File: config.mk
export PLATFORM = sky130hd
export DESIGN_NAME = serial_add_ctrl
export DESIGN_NICKNAME = d
export VERILOG_FILES = /design/src/rtl/serial_add_ctrl.sv
export SDC_FILE = /design/constraint.sdc
export NUM_CORES = 1
export LEC_CHECK = 0
export CAP_MARGIN = 20
export CORE_ASPECT_RATIO = 0.6
export CORE_MARGIN = 8
export CORE_UTILIZATION = 35
export CTS_CLUSTER_SIZE = 10
export DETAILED_ROUTE_END_ITERATION = 8
export SYNTH_ARGS = -nofsm -noshare
export SYNTH_HDL_FRONTEND = slang
export SYNTH_SLANG_ARGS = --single-unit
File: constraint.sdc
create_clock -name iClk -period 2.04 [get_ports iClk]
set_input_delay 0.204 -clock iClk [delete_from_list [all_inputs] [get_ports iClk]]
set_output_delay 0.204 -clock iClk [all_outputs]
set_load 0.005 [all_outputs]
File: src/rtl/serial_add_ctrl.sv
// Bit-serial adder/subtractor: one full-adder cell, LSB first, one bit per clock.
// A start in IDLE or DONE loads the operands; the result, carry and overflow are updated together at the end of the pass.

module fullAdder (
    input  logic a_i,
    input  logic b_i,
    input  logic c_i,
    output logic s_o,
    output logic c_o
);
    assign s_o = a_i ^ b_i ^ c_i;
    assign c_o = (a_i & b_i) | (a_i & c_i) | (b_i & c_i);
endmodule

module serial_add_ctrl #(
    parameter int unsigned WIDTH = 8
) (
    input  logic             iClk,
    input  logic             iRst,
    input  logic             iStart,
    input  logic             iSub,
    input  logic [WIDTH-1:0] iA,
    input  logic [WIDTH-1:0] iB,
    output logic             oBusy,
    output logic             oDone,
    output logic [WIDTH-1:0] oSum,
    output logic             oCout,
    output logic             oOvf
);
    localparam int CNT_W = $clog2(WIDTH);

    typedef enum logic [1:0] {IDLE, RUN, DONE} state_t;

    state_t             state_q, state_d;
    logic [CNT_W-1:0]   cnt_q, cnt_d;
    logic               carry_q, carry_d;
    logic [WIDTH-1:0]   a_q, a_d;
    logic [WIDTH-1:0]   b_q, b_d;
    logic [WIDTH-2:0]   res_q, res_d;
    logic [WIDTH-1:0]   sum_q, sum_d;
    logic               cout_q, cout_d;
    logic               ovf_q, ovf_d;
    logic               busy_q, done_q;
    logic               fa_s, fa_co;
    logic [WIDTH-1:0]   res_full;

    fullAdder u_fa (
        .a_i (a_q[0]),
        .b_i (b_q[0]),
        .c_i (carry_q),
        .s_o (fa_s),
        .c_o (fa_co)
    );

    // The new sum bit enters at the top; after WIDTH shifts the LSB has reached bit 0.
    assign res_full = {fa_s, res_q};

    always_comb begin
        state_d = state_q;
        cnt_d   = cnt_q;
        carry_d = carry_q;
        a_d     = a_q;
        b_d     = b_q;
        res_d   = res_q;
        sum_d   = sum_q;
        cout_d  = cout_q;
        ovf_d   = ovf_q;
        case (state_q)
            IDLE, DONE: begin
                state_d = IDLE;
                if (iStart) begin
                    // Subtract is A + ~B + 1: the +1 enters through the carry preload.
                    a_d     = iA;
                    b_d     = iSub ? ~iB : iB;
                    carry_d = iSub;
                    cnt_d   = '0;
                    state_d = RUN;
                end
            end
            RUN: begin
                a_d     = a_q >> 1;
                b_d     = b_q >> 1;
                res_d   = res_full[WIDTH-1:1];
                carry_d = fa_co;
                cnt_d   = cnt_q + 1'b1;
                if (cnt_q == CNT_W'(WIDTH - 1)) begin
                    // carry_q here is the carry into the MSB.
                    sum_d   = res_full;
                    cout_d  = fa_co;
                    ovf_d   = carry_q ^ fa_co;
                    state_d = DONE;
                end
            end
            default: state_d = IDLE;
        endcase
    end

    always_ff @(posedge iClk) begin
        if (iRst) begin
            state_q <= IDLE;
            cnt_q   <= '0;
            carry_q <= 1'b0;
            busy_q  <= 1'b0;
            done_q  <= 1'b0;
            sum_q   <= '0;
            cout_q  <= 1'b0;
            ovf_q   <= 1'b0;
        end else begin
            state_q <= state_d;
            cnt_q   <= cnt_d;
            carry_q <= carry_d;
            busy_q  <= (state_q == RUN);
            done_q  <= (state_q == DONE);
            sum_q   <= sum_d;
            cout_q  <= cout_d;
            ovf_q   <= ovf_d;
        end
    end

    always_ff @(posedge iClk) begin
        a_q   <= a_d;
        b_q   <= b_d;
        res_q <= res_d;
    end

    assign oBusy = busy_q;
    assign oDone = done_q;
    assign oSum  = sum_q;
    assign oCout = cout_q;
    assign oOvf  = ovf_q;
endmodule

# == Yosys cells after proc, flatten, opt, wreduce, memory -nomap -nowiden ==
# Cells that the tools add are included.
# classes
n_addsub,1
n_eq_ne,5
n_mux,12
n_bitwise,9
n_reduce_logical,5
# op_table
operator,n
case mux 8 bit (2 select lines),2
2-to-1 mux 8 bit,3
NOT 8 bit,1
case mux 3 bit (2 select lines),1
!= test 2 bit (second input constant),2
case mux 2 bit (2 select lines),1
AND reduction 2 bit,2
adder 3 x 1 -> 3 bit (second input constant),1
bitwise AND 1 bit,3
== test 3 bit (second input constant),1
2-to-1 mux 3 bit,1
XOR 1 bit,3
== test 2 x 1 -> 1 bit (second input constant),1
== test 2 bit (second input constant),1
zero test 2 bit,1
2-to-1 mux 1 bit,2
2-to-1 mux 2 bit,1
OR 1 bit,2
case mux 1 bit (2 select lines),1
nonzero test 2 bit,1
OR reduction 2 bit,1
# totals
ff_bits,41
input_bits,20
output_inout_bits,12
elab_cells,43

# == Longest topological paths before layout ==
# Gate-level depths: netlist of run 1.
# depth
word_depth,4
mapped_depth,6
depth_no_buf,5

# == Cells and area by module ==
# From an unflattened synthesis of run 1, not the netlist that was laid out.
# hier_totals
hier_cells,151
hier_area_um2,1699.1
# modules_own_cells
module,n_inst,cells_each,area_per_inst_um2,seq_area_each_um2
serial_add_ctrl,1,150,1679.1,1051.0
fullAdder,1,1,20.0,0.0

# == Worst setup path after synthesis of run 1 ==
# Ideal clock, no wire load.
# synth_path
path_kind,flip-flop to flip-flop
start,register state_q[1]
end,"register a_q[0], enable pin"
setup_time_ns,0.372
t_arrival_ns,1.080
slack_ns,0.588
stages_incl_launch_ff,5
n_path_buf,2
path_cell_list,dfxtp_1 -> nand2b_1 -> buf_6 -> buf_4 -> nand2_1
# synth_via
elab_chain_cells,4
word_cells_on_any_way,7
classes_between,3 x eq/ne; 4 x reduce/logical
# synth_rtl
element,line,text
"start, declared",34,"state_t state_q, state_d;"
"start signal, assigned",109,state_q <= state_d;
== test 2 bit or zero test 2 bit (tied branches),68,case (state_q)
OR reduction 2 bit,68,
!= test 2 bit (no line) or nonzero test 2 bit (tied branches),-,
AND reduction 2 bit (no line) (*),-,
"end signal, assigned",121,a_q <= a_d;
"end, declared",37,"logic [WIDTH-1:0] a_q, a_d;"
# Mark *: on every way between the ends. The rest lies on a longest branch, timed or not.
# A chain may end at the register's enable or synchronous reset.

# == Worst setup path in the final report of run 1 ==
# layout_path
start,register cnt_q[0]
end,"register sum_q[2], in the netlist oSum[2]"
# layout_via
elab_chain_cells,2
# layout_rtl
element,line,text
"start, declared",35,"logic [CNT_W-1:0] cnt_q, cnt_d;"
"start signal, assigned",110,cnt_q <= cnt_d;
== test 3 bit,86,if (cnt_q == CNT_W'(WIDTH - 1)) begin
AND reduction 2 bit (no line),-,
"end signal, assigned",114,sum_q <= sum_d;
"end, declared",40,"logic [WIDTH-1:0] sum_q, sum_d;"
# Every way passes these cells.

==> results of run 1 <==
==> flip-flops by register name (all words and copies together), names as in the netlist, 2 cells and up <==
name and cells:
a_q 8, cnt_q 3, b_q 8, state_q 2, oSum 8, res_q 7
==> synthesized netlist by cell type (2+ instances only) <==
| library cell | count |
|---|---|
| sky130_fd_sc_hd__nand2_1 | 42 |
| sky130_fd_sc_hd__nand3_2 | 5 |
| sky130_fd_sc_hd__dfxtp_1 | 18 |
| sky130_fd_sc_hd__edfxtp_1 | 23 |
| sky130_fd_sc_hd__nor2_1 | 5 |
| sky130_fd_sc_hd__buf_4 | 2 |
| sky130_fd_sc_hd__buf_2 | 3 |
| sky130_fd_sc_hd__ha_1 | 2 |
| sky130_fd_sc_hd__nand3_1 | 7 |
| sky130_fd_sc_hd__and2_1 | 2 |
| sky130_fd_sc_hd__o21ai_0 | 7 |
| sky130_fd_sc_hd__xnor2_1 | 8 |
| sky130_fd_sc_hd__buf_6 | 2 |
| sky130_fd_sc_hd__a21oi_1 | 8 |
| sky130_fd_sc_hd__a21oi_2 | 5 |
| sky130_fd_sc_hd__nand2b_1 | 3 |
==> per-stage QoR <==
stage	cell area [um2]	setup WS [ns]	util	instances	total power [mW]
4_1_cts	2137	0.6472	0.4634	249	1.671
3_5_place_dp	2057	0.4627	0.4460	241	1.174
5_1_grt	2137	0.5152	0.4634	249	1.738
6_report	2137	0.6585	0.4634	249	1.648
3_3_place_gp	2057	0.5082	0.4460	241	1.165
2_1_floorplan	1699	0.5881	-	152	1.109
==> worst min path at each step <==
stage / startpoint / slack (ns) / endpoint
floorplan: iA[0] / 0.39 / a_q[0]
global placement: res_q[6] / 0.44 / res_q[5]
detailed placement: res_q[4] / 0.44 / res_q[3]
CTS: res_q[5] / 0.46 / res_q[4]
global route: res_q[5] / 0.48 / res_q[4]
finish: res_q[5] / 0.46 / res_q[4]
==> kinds of logic after synthesis <==
family / after synthesis
flops: 41
compound gates: 22
simple gates: 67
fa+ha+maj: 3
xor+xnor: 9
buf+inv: 10
==> power groups by stage <==
stage               Sequential (mW)  Clock [mW]  Combinational, mW
global placement              0.990           0              0.175
global route                  0.981       0.556              0.201
detailed placement            0.993           0              0.181
finish                        0.974       0.496              0.179
floorplan                     0.986           0              0.124
CTS                           0.974       0.515              0.182
==> layout by cell type, fill, tap and decap left out <==
master / Yosys / layout
sky130_fd_sc_hd__and2_1: 2 / 2
sky130_fd_sc_hd__xor2_1: 1 / 1
sky130_fd_sc_hd__nor3b_1: 1 / 1
sky130_fd_sc_hd__edfxtp_1: 23 / 23
sky130_fd_sc_hd__xnor2_1: 8 / 8
sky130_fd_sc_hd__a21oi_2: 5 / 5
sky130_fd_sc_hd__clkdlybuf4s50_1: 0 / 31
sky130_fd_sc_hd__a21oi_1: 8 / 8
sky130_fd_sc_hd__inv_6: 1 / 1
sky130_fd_sc_hd__fa_1: 1 / 1
sky130_fd_sc_hd__nand3_2: 5 / 5
sky130_fd_sc_hd__clkbuf_1: 1 / 3
sky130_fd_sc_hd__nand2b_1: 3 / 3
sky130_fd_sc_hd__o21a_1: 1 / 1
sky130_fd_sc_hd__nand3_1: 7 / 7
sky130_fd_sc_hd__clkbuf_8: 0 / 5
sky130_fd_sc_hd__dfxtp_1: 18 / 18
sky130_fd_sc_hd__ha_1: 2 / 2
sky130_fd_sc_hd__o21ai_0: 7 / 7
sky130_fd_sc_hd__nand3b_1: 1 / 1
sky130_fd_sc_hd__nor3_1: 1 / 1
sky130_fd_sc_hd__a311oi_2: 1 / 1
sky130_fd_sc_hd__buf_4: 2 / 4
sky130_fd_sc_hd__nor2_1: 5 / 5
sky130_fd_sc_hd__nand2_1: 42 / 42
==> routing by layer <==
| metal | vias to the layer above | share of wire | global-route usage |
|---|---|---|---|
| met5 | - | 0 | 0 |
| met4 | 0 | 0.0044 | 0.02791 |
| met3 | 2 | 0.042 | 0.03846 |
| met2 | 20 | 0.50 | 0.1540 |
| met1 | 537 | 0.45 | 0.09815 |
| li1 | 576 | - | - |
==> critical path, stage by stage, from the launching register on <==
cell and delay [ns]:
sky130_fd_sc_hd__dfxtp_1 0.33, sky130_fd_sc_hd__ha_1 0.20, sky130_fd_sc_hd__ha_1 0.19, sky130_fd_sc_hd__nand3b_1 0.31, sky130_fd_sc_hd__nand2_1 0.14, sky130_fd_sc_hd__a21oi_2 0.15
==> cell type report <==
| type | count | area share |
|---|---|---|
| flip-flops and latches | 41 | 0.4918 |
| multi-input cells | 101 | 0.2705 |
| repair buffers | 35 | 0.1593 |
| clock buffers | 8 | 0.03747 |
| well taps | 63 | 0.03689 |
| inverters | 1 | 0.004098 |
==> flow_metrics.env, run 1 <==
export IMPL_whs_path_depth=0
export IMPL_area_of_the_multi_input_gates_um2=578.1
export IMPL_synth_enable_flop_cells=23
export IMPL_transition_time_at_the_pin_with_the_least_slew_margin_ns=0.4986
export IMPL_synth_lib_cells_used_distinct=26
export IMPL_detail_route_drc_violations=0
export IMPL_synth_top_cells_by_area="sky130_fd_sc_hd__edfxtp_1 (41%), sky130_fd_sc_hd__dfxtp_1 (21%), sky130_fd_sc_hd__nand2_1 (9.3%)"
export IMPL_synthSimpleGateAreaFrac=0.1841
export IMPL_layout_worst_path_cycle_share=0.6772
export IMPL_crit_path_max_fanout=10
export IMPL_capture_point_of_the_worst_reg_to_reg_path="oSum[2]"
export IMPL_p_int_mw=1.276
export IMPL_status="finished clean"
export IMPL_yosys_area_top_type="sky130_fd_sc_hd__edfxtp_1"
export IMPL_n_fill_cell=460
export IMPL_synthesis_yosys_warnings=0
export IMPL_swShare=0.2258
export IMPL_core_area_um2=4612
export IMPL_clk_root_buffer_cell="sky130_fd_sc_hd__clkbuf_8"
export IMPL_yosys_area_top_type_share=0.4065
export IMPL_final_antenna_violating_net_count=0
export IMPL_vdd_drop_max_mv=0.2907
export IMPL_post_cts_repair_setup_buffers=0
export IMPL_cts_path_max_buffers=2
export IMPL_timing_rr_start="cnt_q[0]"
export IMPL_rsz0062_at_grt="no"
export IMPL_crit_path_start="cnt_q[0]"
export IMPL_clock_latency_of_the_later_clocked_register_in_the_worst_skew_pair_ns=0.28
export IMPL_port_buffer_count=31
export IMPL_synth_mux_area_fraction=0
export IMPL_post_synth_xor_area_fraction=0.04639
export IMPL_cts_htree_levels=2
export IMPL_fmax_mhz=723.9
export IMPL_post_cts_resized_instances=0
export IMPL_required_ns=2.26
export IMPL_gp_routability_congestion=0.7150
export IMPL_fin_worst_hold_slack_ns=0.4561
export IMPL_routed_wire_length_per_instance_um=12.72
export IMPL_combPwrFrac=0.108
export IMPL_setup_total_negative_slack_ns=0
export IMPL_cts_sinks=41
export IMPL_synth_seq_cells=41
export IMPL_dpl_hpwl_um=2312
export IMPL_final_net_count=208
export IMPL_arrival_ns=1.60
export IMPL_syn2layout_area_growth_pct=25.77
export IMPL_timing_final_max_slew_violations=0
export IMPL_pwr_share_clk=0.301
export IMPL_seq_power_share=0.591
export IMPL_core_rowCount=19
export IMPL_hold_viol_final=0
export IMPL_adder_and_majority_cell_fraction_of_the_synthesized_area=0.02651
export IMPL_ff_latch_area_um2=1051
export IMPL_holdCritPathClass="flip-flop to flip-flop"
export IMPL_synthesis_area_per_instance_um2=11.18
export IMPL_critical_path_startpoint_type="flip-flop"
export IMPL_pin_count_of_the_biggest_net_entering_global_routing=44
export IMPL_cts_inserted_buffers=5
export IMPL_synthesis_instances=152
export IMPL_layout_drive_gt1_share=0.1129
export IMPL_die_span_y_um=69.97
export IMPL_syn_num_nets=175
export IMPL_setup_viol_count_final=0
export IMPL_total_standard_cell_area_after_synthesis_um2=1699
export IMPL_slew_headroom=0.6665
export IMPL_grt_pass1_vias=1227
export IMPL_holdBufCountCts=0
export IMPL_final_critical_path_time_including_i_o_delays_and_setup_ns=1.381
export IMPL_overflow=0
export IMPL_largest_family_of_logic_cells_by_synthesized_area="simple AND/OR/NAND/NOR gates"
export IMPL_rr_worst_depth=5
export IMPL_grtUsageTotal=0.08975
export IMPL_dieWidth_um=106.0
export IMPL_synth_compound_area_share=0.08321
export IMPL_regToRegSetupSlack_ns=0.66
export IMPL_timing_worst_setup_path_type="flip-flop to flip-flop"
export IMPL_antenna_violations_before_repair=0
export IMPL_global_route_wire_length_before_repair_um=5471
export IMPL_clkSlewWorstSetupHoldPaths_ns=0.07
export IMPL_synth_flop_cell="sky130_fd_sc_hd__edfxtp_1"
export IMPL_detailedRoute_firstIterationViolations=33
export IMPL_floorplan_die_area_um2=7413
export IMPL_critPathCapture="oSum[2]"
export IMPL_final_setup_skew_ns=0.006068
export IMPL_drt_pre_antenna_iters=4
export IMPL_cap_violations=0
export IMPL_route_detailed_vias_per_inst=4.558
export IMPL_critical_path_endpoint_type="flip-flop"
export IMPL_num_vias=1135
export IMPL_routed_wirelength_um=3168
export IMPL_power_leakage_nw=0.7416
export IMPL_start_util=0.3684
export IMPL_ys_seq_area_frac=0.6186
export IMPL_diodes=0
export IMPL_floorplan_io_pins=32
export IMPL_clock_tree_from_tritoncts="built"
export IMPL_postSynth_asyncResetShare=0
export IMPL_powerDensity_nw_per_um2=771.3
export IMPL_net_switching_power_mw=0.3723
Power figures use the tool's default switching activity.
==> run 2: changes to the inputs <==
Clock period 2.04 ns to 1.3 ns, I/O delays scaled along.
==> run 2 against run 1 <==
First-iteration DRC count increased by 48%. Critical endpoint is now oSum[5]. Sequential share of layout area is 5.1 points lower. Via count increased by 3.0%. Clock-buffer cell count down 1. Register-to-register slack got worse by 0.61 ns. Critical path type is now flip-flop to output port. Flip-flop and latch count unchanged. Clock skew shrank 0.0016 ns. Wire length is 6.3% higher. Setup slack lost 0.61 ns. Worst hold slack barely moved.
==> flow_metrics.env, run 2 (synthesized netlist as in run 1, its figures left out) <==
export IMPL_cp_slowest_stage_delay_ns=0.50
export IMPL_route_detailed_vias_per_inst=4.514
export IMPL_routed_wirelength_um=3369
export IMPL_syn2layout_area_growth_pct=40.72
export IMPL_timing_rr_start="cnt_q[0]"
export IMPL_grtUsageMet3=0.04029
export IMPL_layout_worst_path_cycle_share=0.9651
export IMPL_whs_path_depth=2
export IMPL_cap_violations=0
export IMPL_critical_path_startpoint_type="flip-flop"
export IMPL_layout_drive_gt1_share=0.2143
export IMPL_net_switching_power_mw=0.6215
export IMPL_gr_usage_met1=0.1115
export IMPL_holdCritPathClass="flip-flop to flip-flop"
export IMPL_pwr_share_clk=0.358
export IMPL_drt_pre_antenna_iters=4
export IMPL_routed_wire_length_per_instance_um=13.01
export IMPL_cp_slowest_cell="sky130_fd_sc_hd__clkdlybuf4s50_1"
export IMPL_p_int_mw=2.302
export IMPL_launch_point_of_the_worst_hold_path="oSum[0]"
export IMPL_holdBufCountCts=0
export IMPL_swShare=0.2126
export IMPL_fmax_mhz=797.1
export IMPL_seq_power_share=0.523
export IMPL_transition_time_at_the_pin_with_the_least_slew_margin_ns=0.2062
export IMPL_port_buffer_count=31
export IMPL_num_vias=1169
export IMPL_final_setup_skew_ns=0.004451
export IMPL_regToRegSetupSlack_ns=0.05
export IMPL_timing_final_max_slew_violations=0
export IMPL_gp_routability_congestion=0.7338
export IMPL_clk_root_buffer_cell="sky130_fd_sc_hd__clkbuf_8"
export IMPL_core_rowCount=19
export IMPL_setup_viol_count_final=0
export IMPL_commonest_non_fill_non_tap_cell_in_the_layout="sky130_fd_sc_hd__nand2_1"
export IMPL_status="finished clean"
export IMPL_clock_latency_of_the_later_clocked_register_in_the_worst_skew_pair_ns=0.29
export IMPL_floorplan_die_area_um2=7413
export IMPL_crit_path_max_fanout=2
export IMPL_diodes=0
export IMPL_cts_inserted_buffers=5
export IMPL_overflow=0
export IMPL_pin_count_of_the_biggest_net_entering_global_routing=44
export IMPL_slew_headroom=0.8611
export IMPL_rsz0062_at_grt="yes"
export IMPL_grtUsageTotal=0.09450
export IMPL_hold_viol_final=0
export IMPL_combPwrFrac=0.119
export IMPL_floorplan_io_pins=32
export IMPL_vdd_drop_max_mv=0.4966
export IMPL_critical_path_endpoint_type="output port"
export IMPL_final_antenna_violating_net_count=0
export IMPL_die_span_y_um=69.97
export IMPL_rr_worst_depth=7
export IMPL_layout_cells_most_common_list="sky130_fd_sc_hd__nand2_1 (41), sky130_fd_sc_hd__clkdlybuf4s50_1 (24), sky130_fd_sc_hd__edfxtp_1 (23)"
export IMPL_clock_tree_from_tritoncts="built"
export IMPL_start_util=0.3684
export IMPL_antenna_violations_before_repair=0
export IMPL_global_route_wire_length_before_repair_um=5671
export IMPL_cts_htree_levels=2
export IMPL_cts_path_max_buffers=2
export IMPL_n_fill_cell=412
export IMPL_power_mw=2.924
export IMPL_power_leakage_nw=0.9709
export IMPL_dieWidth_um=106.0
export IMPL_powerDensity_nw_per_um2=1223
export IMPL_worst_hold_path_endpoint="oSum[0]"
export IMPL_core_area_um2=4612
export IMPL_capture_point_of_the_worst_reg_to_reg_path="oSum[7]"
export IMPL_detailedRoute_firstIterationViolations=49
export IMPL_required_ns=1.17
export IMPL_detail_route_drc_violations=0
export IMPL_layout_setup_ws_ns=0.04539
export IMPL_arrival_ns=1.12
export IMPL_met2_usage=0.1485
export IMPL_timing_worst_setup_path_type="flip-flop to output port"
export IMPL_final_net_count=218
export IMPL_clkSlewWorstSetupHoldPaths_ns=0.08
export IMPL_preCtsSetupSlack_ns=0.008329
export IMPL_buf_inv_stages_crit_path=1
export IMPL_grt_busiest_layer="met2"
export IMPL_cts_sinks=41
export IMPL_final_critical_path_time_including_i_o_delays_and_setup_ns=1.255
export IMPL_critical_path_top_delay_family="buffers and inverters"
export IMPL_dpl_hpwl_um=2378
export IMPL_grt_pass1_vias=1218
export IMPL_critical_path_cell_sequence="clkdlybuf4s50_1"
export IMPL_fin_worst_hold_slack_ns=0.4565
run 2: worst max-delay path by stage:
| stage | startpoint | endpoint | slack (ns) | depth (start not counted) |
|---|---|---|---|---|
| after CTS | b_q[0] | oOvf | 0.01 | 4 |
| final | oSum[5] | oSum[5] | 0.05 | 1 |
| after floorplan | state_q[1] | a_q[0] | 0.03 | 4 |
| after detailed placement | state_q[1] | b_q[0] | 0.008 | 3 |
| after global routing | cnt_q[0] | oSum[7] | -0.02 | 7 |
| after global placement | iSub | b_q[0] | 0.03 | 4 |
run 2: what timing repair did:
action / in CTS / in global routing
gates cloned: 0 / 1
pin swaps: 0 / 6
setup endpoints to repair: 2 / 22
setup buffers: 0 / 1
resized for setup: 3 / 17
run 2: area by class of cell:
class,count,area [um2],share of cell area
Tap cell,63,78.83,0.03297
Sequential cell,41,1055,0.4411
Multi-Input combinational cell,101,619.3,0.2590
Timing Repair Buffer,45,491.7,0.2057
Clock buffer,7,86.33,0.03611
Clock inverter,1,30.03,0.01256
Inverter,1,30.03,0.01256
run 2: per-layer routing:
metal / vias to the layer above / wire [um]
met1: 545 / 1606
met2: 18 / 1569
met4: 0 / 36
met5: - / 0
met3: 5 / 157
li1: 601 / -
run 2: power groups by stage:
stage,logic (mW),registers [mW],clock network (mW)
floorplan,0.196,1.55,0
global placement,0.320,1.55,0
detailed placement,0.329,1.56,0
CTS,0.344,1.53,1.07
global route,0.388,1.54,1.12
finish,0.347,1.53,1.05
run 2: stage by stage:
stage	instance area, um2	util	cells	setup TNS (ns)
CTS	2296	0.4978	257	0
global route	2391	0.5184	259	-0.03127
detailed placement	2157	0.4677	249	0
global placement	2157	0.4677	249	0
finish	2391	0.5184	259	0
floorplan	1702	-	152	0
